<file path="config.mk">
export PLATFORM = sky130hd
export DESIGN_NAME = line_buffer_ctrl
export DESIGN_NICKNAME = d
export VERILOG_FILES = /design/src/rtl/lbc_pkg.sv /design/src/rtl/lbc_rd_fsm.sv /design/src/rtl/line_buffer_ctrl.sv
export SDC_FILE = /design/constraint.sdc
export NUM_CORES = 1
export LEC_CHECK = 0
export CORE_MARGIN = 2
export CORE_UTILIZATION = 59
export DETAILED_ROUTE_END_ITERATION = 8
export DONT_BUFFER_PORTS = 1
export GPL_ROUTABILITY_DRIVEN = 0
export PLACE_DENSITY_LB_ADDON = 0.2
export SYNTH_ARGS = -nofsm -noshare
export SYNTH_HDL_FRONTEND = slang
export SYNTH_SLANG_ARGS = --single-unit
export TNS_END_PERCENT = 1
</file>
<file path="constraint.sdc">
create_clock -name i_clk -period 5.65 [get_ports i_clk]
set_clock_uncertainty 0.1 [all_clocks]
set_input_delay 1.13 -clock i_clk [delete_from_list [all_inputs] [get_ports i_clk]]
set_output_delay 1.13 -clock i_clk [all_outputs]
set_load 0.005 [all_outputs]
</file>
<file path="src/rtl/lbc_pkg.sv">
// lbc_pkg -- shared types and constants for the line_buffer_ctrl slice.
//   lbc_state_t    : read FSM states (LBC_IDLE, LBC_READ)
//   LBC_LINE_WIDTH : default pixels per image line
//   LBC_NUM_BUF    : default number of line buffers in the bank
//   LBC_RD_LEN     : default read-advance cycles per output row
//   LBC_RD_THRESH  : fill level that starts a read burst
//   LBC_FILL_MAX   : fill level at which the whole bank is occupied
package lbc_pkg;

  typedef enum logic {
    LBC_IDLE = 1'b0,
    LBC_READ = 1'b1
  } lbc_state_t;

  localparam int LBC_LINE_WIDTH = 480;
  localparam int LBC_NUM_BUF    = 7;
  localparam int LBC_RD_LEN     = 474;
  localparam int LBC_RD_THRESH  = (LBC_NUM_BUF - 1) * LBC_LINE_WIDTH;
  localparam int LBC_FILL_MAX   = LBC_NUM_BUF * LBC_LINE_WIDTH;

endpackage

</file>
<file path="src/rtl/lbc_rd_fsm.sv">
// lbc_rd_fsm -- read-side sequencer of the line buffer bank.
// Runs one read burst of RD_LEN cycles whenever start_ok is seen in IDLE,
// then always returns to IDLE for at least one cycle.
// Ports:
//   i_clk, i_rst    : clock, asynchronous active-high reset
//   start_ok        : enough complete lines are buffered to start a burst
//   rd_en           : rd_data advance strobes, NUM_BUF-1 consecutive buffers
//                     starting at rd_sel (mod NUM_BUF) while in READ
//   rd_sel          : buffer holding the top window row
//   window_valid    : high for every READ cycle
//   intr            : one-cycle pulse in the cycle after the last READ cycle
//   row_done        : combinational, high in the last READ cycle (the fill
//                     counter subtracts one line on this edge)
module lbc_rd_fsm
  import lbc_pkg::*;
#(
  parameter int NUM_BUF = LBC_NUM_BUF,
  parameter int RD_LEN  = LBC_RD_LEN
) (
  input  logic               i_clk,
  input  logic               i_rst,
  input  logic               start_ok,
  output logic [NUM_BUF-1:0] rd_en,
  output logic [2:0]         rd_sel,
  output logic               window_valid,
  output logic               intr,
  output logic               row_done
);

  localparam int               CNT_W    = $clog2(RD_LEN);
  localparam logic [CNT_W-1:0] RD_LAST  = CNT_W'(RD_LEN - 1);
  localparam logic [2:0]       SEL_LAST = 3'(NUM_BUF - 1);

  lbc_state_t       state, state_nxt;
  logic [CNT_W-1:0] rd_cnt;

  // Rotated mask of NUM_BUF-1 ones starting at bit sel: shift into a double
  // width vector and fold the overflow half back onto the low half.
  function automatic logic [NUM_BUF-1:0] read_mask(input logic [2:0] sel);
    logic [2*NUM_BUF-1:0] dbl;
    dbl = {{NUM_BUF{1'b0}}, 1'b0, {(NUM_BUF-1){1'b1}}} << sel;
    return dbl[NUM_BUF-1:0] | dbl[2*NUM_BUF-1:NUM_BUF];
  endfunction

  always_ff @(posedge i_clk or posedge i_rst) begin
    if (i_rst) state <= LBC_IDLE;
    else       state <= state_nxt;
  end

  always_comb begin
    state_nxt = state;
    row_done  = 1'b0;
    case (state)
      LBC_IDLE: if (start_ok) state_nxt = LBC_READ;
      LBC_READ: begin
        if (rd_cnt == RD_LAST) begin
          state_nxt = LBC_IDLE;
          row_done  = 1'b1;
        end
      end
      default:  state_nxt = LBC_IDLE;
    endcase
  end

  always_ff @(posedge i_clk or posedge i_rst) begin
    if (i_rst) begin
      rd_cnt <= '0;
      rd_sel <= '0;
      intr   <= 1'b0;
    end else begin
      intr <= row_done;
      if (state == LBC_READ) rd_cnt <= row_done ? '0 : rd_cnt + CNT_W'(1);
      if (row_done) rd_sel <= (rd_sel == SEL_LAST) ? '0 : rd_sel + 3'd1;
    end
  end

  assign window_valid = (state == LBC_READ);
  assign rd_en        = (state == LBC_READ) ? read_mask(rd_sel) : '0;

endmodule

</file>
<file path="src/rtl/line_buffer_ctrl.sv">
// line_buffer_ctrl -- sequencing controller for the line buffer bank feeding
// the 6x6 window stage. Steers each valid pixel into the current write
// buffer, tracks how many pixels are buffered, and hands the read side to
// lbc_rd_fsm.
// Build option: define LBC_OVERFLOW_DET_EN to detect and drop writes into a
// full bank (sticky o_overflow); otherwise o_overflow is 0 and fill saturates.
// Ports:
//   i_clk, i_rst     : clock, asynchronous active-high reset
//   i_pixel_valid    : pixel on the shared data bus is valid this cycle
//   o_wr_valid       : one-hot data_valid to the buffers (combinational)
//   o_rd_en          : rd_data advance strobes to the buffers
//   o_rd_sel         : buffer holding the top window row
//   o_window_valid   : window outputs valid this cycle
//   o_intr           : one-cycle pulse when an output row completes
//   o_overflow       : sticky write-into-unconsumed-buffer flag
module line_buffer_ctrl
  import lbc_pkg::*;
#(
  parameter int LINE_WIDTH = LBC_LINE_WIDTH,
  parameter int NUM_BUF    = LBC_NUM_BUF,
  parameter int RD_LEN     = LBC_RD_LEN
) (
  input  logic               i_clk,
  input  logic               i_rst,
  input  logic               i_pixel_valid,
  output logic [NUM_BUF-1:0] o_wr_valid,
  output logic [NUM_BUF-1:0] o_rd_en,
  output logic [2:0]         o_rd_sel,
  output logic               o_window_valid,
  output logic               o_intr,
  output logic               o_overflow
);

  localparam int                  WR_CNT_W  = $clog2(LINE_WIDTH);
  localparam logic [WR_CNT_W-1:0] WR_LAST   = WR_CNT_W'(LINE_WIDTH - 1);
  localparam logic [2:0]          SEL_LAST  = 3'(NUM_BUF - 1);
  localparam logic [11:0]         FILL_MAX  = 12'(NUM_BUF * LINE_WIDTH);
  localparam logic [11:0]         RD_THRESH = 12'((NUM_BUF - 1) * LINE_WIDTH);
  localparam logic [11:0]         LINE_DEC  = 12'(LINE_WIDTH);

  logic [WR_CNT_W-1:0] wr_cnt;
  logic [2:0]          wr_sel;
  logic [11:0]         fill;
  logic [12:0]         fill_sum;
  logic                accept;
  logic                row_done;

`ifdef LBC_OVERFLOW_DET_EN
  logic ovf_evt;
  logic ovf_q;

  // A line completing in the same cycle frees room, so that pixel is kept.
  assign ovf_evt    = i_pixel_valid && (fill == FILL_MAX) && !row_done;
  assign accept     = i_pixel_valid && !ovf_evt;
  assign o_overflow = ovf_q;

  always_ff @(posedge i_clk or posedge i_rst) begin
    if (i_rst)        ovf_q <= 1'b0;
    else if (ovf_evt) ovf_q <= 1'b1;
  end
`else
  assign accept     = i_pixel_valid;
  assign o_overflow = 1'b0;
`endif

  // Gated by reset too, so the strobe is quiet while reset is held.
  assign o_wr_valid = (accept && !i_rst) ? (NUM_BUF'(1) << wr_sel) : '0;

  always_ff @(posedge i_clk or posedge i_rst) begin
    if (i_rst) begin
      wr_cnt <= '0;
      wr_sel <= '0;
    end else if (accept) begin
      if (wr_cnt == WR_LAST) begin
        wr_cnt <= '0;
        wr_sel <= (wr_sel == SEL_LAST) ? '0 : wr_sel + 3'd1;
      end else begin
        wr_cnt <= wr_cnt + WR_CNT_W'(1);
      end
    end
  end

  // Reads only start at RD_THRESH and fill never drops during a burst, so
  // the subtraction cannot underflow; the clamp only matters without the
  // overflow detector.
  always_comb begin
    fill_sum = {1'b0, fill} + {12'd0, accept};
    if (row_done) fill_sum = fill_sum - {1'b0, LINE_DEC};
    if (fill_sum > {1'b0, FILL_MAX}) fill_sum = {1'b0, FILL_MAX};
  end

  always_ff @(posedge i_clk or posedge i_rst) begin
    if (i_rst) fill <= '0;
    else       fill <= fill_sum[11:0];
  end

  lbc_rd_fsm #(
    .NUM_BUF (NUM_BUF),
    .RD_LEN  (RD_LEN)
  ) u_rd_fsm (
    .i_clk        (i_clk),
    .i_rst        (i_rst),
    .start_ok     (fill >= RD_THRESH),
    .rd_en        (o_rd_en),
    .rd_sel       (o_rd_sel),
    .window_valid (o_window_valid),
    .intr         (o_intr),
    .row_done     (row_done)
  );

endmodule

</file>
==> impl_metrics.yaml <==
status:
  status: "finished clean"
logic_synthesis:
  netlist_area_sq_um: 2574
  ys_top_cells_by_count: "dfrtp_1 (38), nand2_1 (37), nor2_1 (27)"
  synth_top_area_cell: "dfrtp_1"
  synth_area_leaders: "dfrtp_1 (37%), nand2_1 (5.4%), ha_1 (4.9%)"
  synthesis.nets: 292
  ys_ff_latch: 38
  yosysMostFrequentCell: "dfrtp_1"
  async_reset_ff_frac: 1.000
  ys.flop_type: "dfrtp_1"
  yosysWarningCount: 0
  synth_edf_count: 0
  post-synth-top-area-fraction: 0.3695
  syn_area_per_cell_sq_um: 9.225
  synth_cell_type_count: 66
  syn_inst: 279
  ys_seq_area_frac: 0.3695
floorplan:
  die_h_um: 70.05
  die_x_um: 70.05
  start_util: 0.6036
  dieArea_sq_um: 4906
  pin_count: 23
  std_cell_rows: 24
  coreArea_sq_um: 4264
finish:
  fillers: 386
  syn2layout_area_growth_pct: 2.868
  num_antenna_cells: 0
  nNetsFinal: 286
  ff_latch_area_sq_um: 950.9
  multi_input_area_sq_um: 1500
  instances_no_fill: 324
  design_area_sq_um: 2648
  fin_util: 0.6209
  drive_gt1_frac: 0.1176
critical_path:
  path_class: "in2reg"
  crit_chain: "ha_1, ha_1, a21oi_1, o211ai_1, nand3_1, a311oi_2, mux2i_1, or3b_1"
  reg2reg_from: "fill[0]"
  cpMaxStageDelayCell: "mux2i_1"
  cp_top_family: "compound AO/OA/AOI/OAI gates"
  cp-startpoint: "i_pixel_valid"
  reg2reg_slack_ns: 2.37
  cp.arrival_ns: 3.83
  cp_num_cells: 8
  crit_path_start_kind: "primary input"
  end_kind: "register"
  cp_common_cell: "ha_1"
  path_buf_inv: 0
  max_stage_delay_ns: 0.71
  reg2regPathDepth: 8
  cp_max_fo: 11
  r2r-end: "fill[5]"
  crit_end: "fill[5]"
  crit_required_ns: 5.71
timing:
  fin_setup_tns_ns: 0
  hold_viol: 0
  drv_slew: 0
  hold_slack_ns: 0.3789
  max_freq_mhz: 265.6
  setup_viol: 0
  slew_headroom: 0.4377
  setup_ws_ns: 1.885
  rsz0062_at_grt: "false"
  period_needed_ns: 3.765
  tightestPinTransition_ns: 0.8425
  period_share: 0.6664
detailed_routing:
  ant_nets: 0
  vias: 1929
  wl_um: 4720
  first_pass_iters: 4
  avgViaCountPerCell: 5.954
  drcViolationCount: 0
  drt_iter0_markers: 57
  routedWlPerCell_um: 14.57
clock_tree:
  clk_pin_slew_ns: 0.07
  cts_buffer_depth: 2
  post_cts_buffers: 0
  cts_buffers: 5
  cts_tree: "yes"
  htree_levels: 2
  cts_resized: 0
  cts_hold_buf: 0
  cts.sinks: 38
  clk_latency_ns: 0.29
  cts-root-buf: "clkbuf_8"
global_routing:
  grt_antenna_before_repair: 0
  grt_start_max_net_pins: 25
  grt_first_pass_wirelength_um: 8418
  grt_overflow: 0
  grt_use_total: 0.2094
  grt_pass1_vias: 1816
worst_hold_path:
  hold_class: "reg2reg"
pwr:
  ir_worst_vdd_mv: 0.09852
  p_leak_nw: 1.125
  total_power_mw: 0.6486
  p_per_area_nw_per_um2: 245.0
placed_design:
  dp_cells: 318
  dpl-instance-area_sq_um: 2565
  dp_slack_ns: 1.593
  dpl.hpwl_um: 3446
  portBuffers: 0
run:
  maxCapViolations: 0
==> layout make-up <==
| class | count | share of cell area |
|---|---|---|
| multi-input cells | 217 | 0.5666 |
| flip-flops and latches | 38 | 0.3592 |
| clock buffers | 6 | 0.03119 |
| well taps | 52 | 0.02457 |
| inverters | 9 | 0.01276 |
| repair buffers | 2 | 0.005671 |
==> sequential cells by signal (all words and copies together), names as in the netlist <==
signal / cells
u_rd_fsm.rd_sel: 3
u_rd_fsm.rd_cnt: 9
wr_sel: 3
u_rd_fsm.intr: 1
u_rd_fsm.window_valid: 1
fill: 12
wr_cnt: 9
==> cells in the final DEF (no fill, tap or decap), types with 3 or more instances in the layout <==
cell       n
inv_1      8
nor3_1     4
o211ai_1   6
nand2_1   37
and3_1     7
nand2b_1   3
o21ai_0   12
clkbuf_8   6
nor2_1    27
dfrtp_1   38
ha_1      10
or3_1      5
nand4_1   10
xor2_1    10
xnor2_1   13
nand3_1    9
a31oi_1    3
and2_1     5
a21oi_1    4
==> metal layers <==
metal | vias up | routed length [um] | GRT usage
li1 | 961 | - | -
met1 | 933 | 2299 | 0.2988
met2 | 29 | 2227 | 0.3270
met3 | 6 | 133 | 0.04040
met4 | 0 | 59 | 0.05769
met5 | - | 0 | 0
==> cells by family (layout without fill, tap and decap cells) <==
logic type | Yosys count | count (layout) | share of synthesized area
other | 1 | 1 | 0.001457
adder cells (fa/ha/maj) | 10 | 10 | 0.04861
flip-flops | 38 | 38 | 0.3695
AND/OR/NAND/NOR | 132 | 132 | 0.2854
buffers and inverters | 24 | 17 | 0.04764
XOR/XNOR | 25 | 25 | 0.09091
AO/OA/AOI/OAI | 46 | 46 | 0.1444
multiplexers | 3 | 3 | 0.01215
==> worst min-delay path by stage <==
stage | start | cells past startpoint | to | slack [ns]
4_1_cts | wr_cnt[8] | 1 | wr_cnt[8] | 0.39
3_3_place_gp | wr_cnt[8] | 1 | wr_cnt[8] | 0.37
2_1_floorplan | wr_cnt[8] | 1 | wr_cnt[8] | 0.35
5_1_grt | wr_cnt[2] | 1 | wr_cnt[2] | 0.42
6_report | wr_cnt[8] | 1 | wr_cnt[8] | 0.38
3_5_place_dp | wr_cnt[8] | 1 | wr_cnt[8] | 0.38
==> power by group <==
group / switching (mW) / internal [mW] / total (mW)
sequential: 0.0320 / 0.302 / 0.334
combinational: 0.0722 / 0.0613 / 0.133
clock: 0.0867 / 0.0940 / 0.181
Power figures use the tool's default switching activity.
